**src/rtl/layer6_fetch.sv**
```systemverilog
// Read-side sequencer for the layer-6 result RAM: issues NUM_WORDS reads per frame,
// buffers read data in a 2-entry FIFO and streams it out with last/done marking.
module layer6_fetch #(
    parameter int DATA_W    = 512,
    parameter int ADDR_W    = 7,
    parameter int NUM_WORDS = 16,
    parameter int BASE_ADDR = 0
) (
    input  logic              clk,
    input  logic              rst,
    input  logic              start,
    output logic              rd_en,
    output logic [ADDR_W-1:0] rd_addr,
    input  logic [DATA_W-1:0] rd_data,
    output logic              m_valid,
    input  logic              m_ready,
    output logic [DATA_W-1:0] m_data,
    output logic              m_last,
    output logic              busy,
    output logic              done
);

    localparam int CNT_W = $clog2(NUM_WORDS + 1);

    typedef enum logic [1:0] {
        IDLE  = 2'd0,
        FETCH = 2'd1,
        DRAIN = 2'd2
    } state_t;

    state_t             state_q, state_d;
    logic [CNT_W-1:0]   issued_q, issued_d;
    logic [CNT_W-1:0]   out_idx_q, out_idx_d;
    logic               inflight_q, inflight_d;
    logic [1:0]         fifo_count_q, fifo_count_d;
    logic               wr_ptr_q, wr_ptr_d;
    logic               rd_ptr_q, rd_ptr_d;
    logic [DATA_W-1:0]  mem_q [2];
    logic [DATA_W-1:0]  mem_d [2];
    logic               done_q, done_d;

    logic               pop;
    logic [2:0]         occupancy;

    always_comb begin
        m_valid   = (fifo_count_q != 2'd0);
        m_data    = mem_q[rd_ptr_q];
        m_last    = m_valid && (out_idx_q == CNT_W'(NUM_WORDS - 1));
        pop       = m_valid && m_ready;
        busy      = (state_q == FETCH) || (state_q == DRAIN);
        done      = done_q;
        // Occupancy counts the read still in flight so the FIFO can never overflow.
        occupancy = 3'(fifo_count_q) + 3'(inflight_q) - 3'(pop);
        rd_en     = (state_q == FETCH) && (issued_q < CNT_W'(NUM_WORDS)) && (occupancy <= 3'd1);
        rd_addr   = (state_q == FETCH) ? ADDR_W'(BASE_ADDR) + ADDR_W'(issued_q)
                                       : ADDR_W'(BASE_ADDR);
    end

    always_comb begin
        state_d      = state_q;
        issued_d     = issued_q + CNT_W'(rd_en);
        out_idx_d    = out_idx_q + CNT_W'(pop);
        inflight_d   = rd_en;
        mem_d        = mem_q;
        wr_ptr_d     = wr_ptr_q;
        rd_ptr_d     = rd_ptr_q;
        fifo_count_d = fifo_count_q + 2'(inflight_q) - 2'(pop);
        done_d       = 1'b0;

        if (inflight_q) begin
            mem_d[wr_ptr_q] = rd_data;
            wr_ptr_d        = ~wr_ptr_q;
        end
        if (pop) begin
            rd_ptr_d = ~rd_ptr_q;
        end

        case (state_q)
            IDLE: begin
                if (start) state_d = FETCH;
            end
            FETCH: begin
                if (issued_q == CNT_W'(NUM_WORDS)) state_d = DRAIN;
            end
            DRAIN: begin
                if (pop && m_last) begin
                    state_d = IDLE;
                    done_d  = 1'b1;
                end
            end
            default: state_d = IDLE;
        endcase

        if (state_d == IDLE) begin
            issued_d     = '0;
            out_idx_d    = '0;
            inflight_d   = 1'b0;
            fifo_count_d = '0;
            wr_ptr_d     = 1'b0;
            rd_ptr_d     = 1'b0;
        end
    end

    always_ff @(posedge clk) begin
        if (rst) begin
            state_q      <= IDLE;
            issued_q     <= '0;
            out_idx_q    <= '0;
            inflight_q   <= 1'b0;
            fifo_count_q <= '0;
            wr_ptr_q     <= 1'b0;
            rd_ptr_q     <= 1'b0;
            mem_q        <= '{default: '0};
            done_q       <= 1'b0;
        end else begin
            state_q      <= state_d;
            issued_q     <= issued_d;
            out_idx_q    <= out_idx_d;
            inflight_q   <= inflight_d;
            fifo_count_q <= fifo_count_d;
            wr_ptr_q     <= wr_ptr_d;
            rd_ptr_q     <= rd_ptr_d;
            mem_q        <= mem_d;
            done_q       <= done_d;
        end
    end

endmodule

```
**config.mk**
```make
export PLATFORM = sky130hd
export DESIGN_NAME = layer6_fetch
export DESIGN_NICKNAME = d
export VERILOG_FILES = /design/src/rtl/layer6_fetch.sv
export SDC_FILE = /design/constraint.sdc
export NUM_CORES = 2
export LEC_CHECK = 0
export ABC_AREA = 1
export ABC_CLOCK_PERIOD_IN_PS = 5400
export CAP_MARGIN = 20
export CORE_AREA = 2 2 401 403
export DETAILED_ROUTE_END_ITERATION = 16
export DIE_AREA = 0 0 403 405
export SLEW_MARGIN = 20
export SYNTH_ARGS = -nofsm -noshare
export SYNTH_HDL_FRONTEND = slang
export SYNTH_SLANG_ARGS = --single-unit
export TNS_END_PERCENT = 5
```
**constraint.sdc**
```tcl
create_clock -name clk -period 5.4 [get_ports clk]
set_input_delay 1.08 -clock clk [delete_from_list [all_inputs] [get_ports clk]]
set_output_delay 1.08 -clock clk [all_outputs]
set_load 0.03 [all_outputs]
```
==> impl_summary.txt <==
----------------------------------------------------
[Outcome]
  Outcome ... finished clean

[GRT]
  Wire length of the first global-routing pass ... 240000 um
  Pin count of the biggest net entering global routing ... 195
  Via count of the first global-routing pass ... 38700
  Number of antenna violations at the first check in global routing ... 55
  Combined global-route utilization of all metal layers ... 0.187
  Leftover overflow at the end of global routing ... 0

[Routing]
  Number of vias in the routed layout ... 42300
  Drc violations ... 0
  Average detailed-routed wire length per instance ... 17.6 um
  Iteration count of the initial detailed-routing pass ... 6
  Sum of routed wire length over all layers ... 162000 um
  Mean number of vias per cell ... 4.61
  Antenna-violating nets left ... 0
  Iteration-0 DRC Markers ... 3207

[Worst setup path]
  Largest fanout of any net on the critical path ... 4
  Arrival time at the worst endpoint ... 3.36 ns
  Critical Path End Type ... primary output
  Required time of the worst setup path ... 4.32 ns
  Type of the worst setup path ... primary input to primary output
  Nature of the critical path startpoint ... primary input

[Cells and area]
  Layout overhead on the synthesized area ... 37.5%
  Fillers ... 16600
  Non-filler instance count after layout ... 9179
  Footprint of the multi-input gates ... 19100 um^2
  Commonest non-fill, non-tap cell in the layout ... nor2_1
  Register area ... 20900 um^2
  NumNets Final ... 7497
  Top library cells by usage in the layout, fill and taps aside ... nor2_1 (2057), nand2_1 (1556), dfxtp_1 (1041)
  Share of post-route cells with drive strength above 1 ... 0.0350

[Timing]
  Final hold violations ... 0
  Slew @ Worst Pin ... 1.31 ns
  Tmin final ... 4.44 ns
  Period utilisation layout ... 0.823
  Hold slack final ... 0.478 ns
  Unrepaired setup endpoints after global routing ... false
  Clock skew ... 0.0923 ns
  Upper clock frequency limit ... 225 MHz
  Final TNS setup ... 0 ns
  Final count of pins violating max slew ... 0
  Setup violations, final ... 0
  Normalized max-slew margin ... 0.127

[Floorplan]
  Die Outline Area ... 163000 um^2
  Standard-cell row count ... 147
  I/O pin cnt ... 1040
  Standard cell core area ... 159000 um^2
  Initial Util ... 0.264
  Chip Width ... 403 um
  Die Y ... 405 um

[Yosys]
  Sequential fraction of the synthesis area ... 0.497
  Total of warnings raised by yosys ... 0
  Arithmetic-cell share of the synthesized area counting full adders, half adders and majority gates ... 0.00286
  Post-synthesis register bit count ... 1042
  Compound-Gate Fraction of Synth Area ... 0.124
  Mapped cell area ... 42000 um^2
  Syn Area/Cell ... 6.76 um^2
  Count of distinct cell types in the synthesized netlist ... 24
  Simple-Gate Fraction of Synth Area ... 0.324
  Xor/xnor cell area share of the yosys netlist ... 0.00188
  Multiplexer share of the synthesized area ... 0
  Cells after Synth ... 6215
  Main combinational cell family by area after synthesis ... simple AND/OR/NAND/NOR gates

[Flow run]
  Total of max-cap violations ... 0

[Power]
  Total leakage power ... 24.1 nW
  Power Density ... 317 nW/um^2
  Worst vdd rail ir drop ... 0.000316 V
  Design Power ... 18.3 mW

[Clock network]
  Number of setup buffers added after CTS ... 0
  Clock transition at the register clock pins on the worst setup and hold paths after CTS ... 0.05 ns
  Max Root-Sink Buffers ... 3
  Root buffer selected by CTS ... clkbuf_16
  Hold buffers post-CTS ... 0
  Clock tree from TritonCTS ... yes
  Sinks on the clock net ... 1042
  Clk_lat worst skew ... 0.77 ns
  Count of instances resized after the clock tree is built ... 0
  Total clock buffers created by CTS ... 118
  Maximum level of the CTS H-tree ... 3

[Hold path]
  Worst Hold Class ... register to register

[Placed design]
  Placed wire-length estimate after detailed placement ... 103000 um
  Port-buffer cells ... 1037
  Final weighted congestion in routability-driven placement ... 0.851
  Post-placement cell count ... 8938

----------------------------------------------------
## worst max-delay path, cell delays in order
cell             delay (ns)
clkdlybuf4s50_1        0.52
inv_1                  0.06
nor2_1                 0.24
nand2_1                0.13
o21ai_0                0.10
ha_1                   0.20
fa_1                   0.41
inv_1                  0.08
nand2_1                0.05
nor2_1                 0.08
and2_1                 0.23
buf_12                 0.17
## worst paths after layout
path                end  depth (start not counted)  slack, ns       start
max reg2reg  mem_q[134]                          5       2.49  inflight_q
min          mem_q[256]                          2       0.48  mem_q[256]
min reg2reg  mem_q[256]                          2       0.48  mem_q[256]
max               rd_en                         12       0.96     m_ready
## report_power, final
part           total (mW)  internal [mW]  switching [mW]  leakage [nW]
logic                2.14          0.899            1.24          13.8
clock network        8.15           4.71            3.44          1.93
registers            8.00           7.90          0.0958          8.42
## cells in the mapped netlist
cell type / n / share of area
buf_1: 1 / 0.000089
inv_2: 4 / 0.00036
nor2_1: 2057 / 0.18
a21oi_1: 18 / 0.0021
o21a_1: 1 / 0.00018
nor2_4: 1 / 0.00027
nand4_1: 1 / 0.00015
nor4_1: 1 / 0.00015
nand3_1: 6 / 0.00071
nand2_2: 1 / 0.00015
conb_1: 1 / 0.000089
buf_2: 179 / 0.021
nand2_1: 1556 / 0.14
clkbuf_1: 263 / 0.023
buf_4: 12 / 0.0021
inv_1: 26 / 0.0023
dfxtp_1: 1042 / 0.50
and2_1: 1 / 0.00015
nor3_1: 1 / 0.00012
fa_1: 1 / 0.00048
xnor2_1: 3 / 0.00063
o21ai_0: 1025 / 0.12
ha_1: 8 / 0.0024
xor2_1: 6 / 0.0013
## registers in the layout, summed over array words and instances (netlist names)
register / flops
done: 1
fifo_count_q: 2
inflight_q: 1
issued_q: 5
mem_q: 1024
out_idx_q: 5
rd_ptr_q: 1
state_q: 2
wr_ptr_q: 1
## per-stage QoR
step | worst slack [ns] | utilization | cell area (um^2)
after floorplan | 1.73 | - | 42000
after global placement | 0.845 | 0.337 | 53800
after detailed placement | 0.976 | 0.337 | 53800
after CTS | 0.846 | 0.362 | 57700
after global routing | 0.814 | 0.363 | 57800
final | 0.958 | 0.363 | 57800
## cell families after synthesis
kind of cell | Yosys count
other | 1
buffers and inverters | 485
AND/OR/NAND/NOR | 3625
flip-flops | 1042
XOR/XNOR | 9
AO/OA/AOI/OAI | 1044
adder cells (fa/ha/maj) | 9
## metal layers
metal | part of all wire | global-route usage
met5 | 0.0015 | 0
met4 | 0.036 | 0.0795
met3 | 0.077 | 0.0521
met2 | 0.47 | 0.305
met1 | 0.41 | 0.231
## cell type report
| class | instances | share of cell area |
|---|---|---|
| well taps | 2086 | 0.0452 |
| diodes | 31 | 0.00134 |
| clock inverters | 42 | 0.00976 |
| clock buffers | 168 | 0.0587 |
| flip-flops and latches | 1042 | 0.361 |
| repair buffers | 1091 | 0.191 |
| inverters | 30 | 0.00247 |
| multi-input cells | 4689 | 0.330 |
No activity file was read; power rests on OpenSTA's default activity.
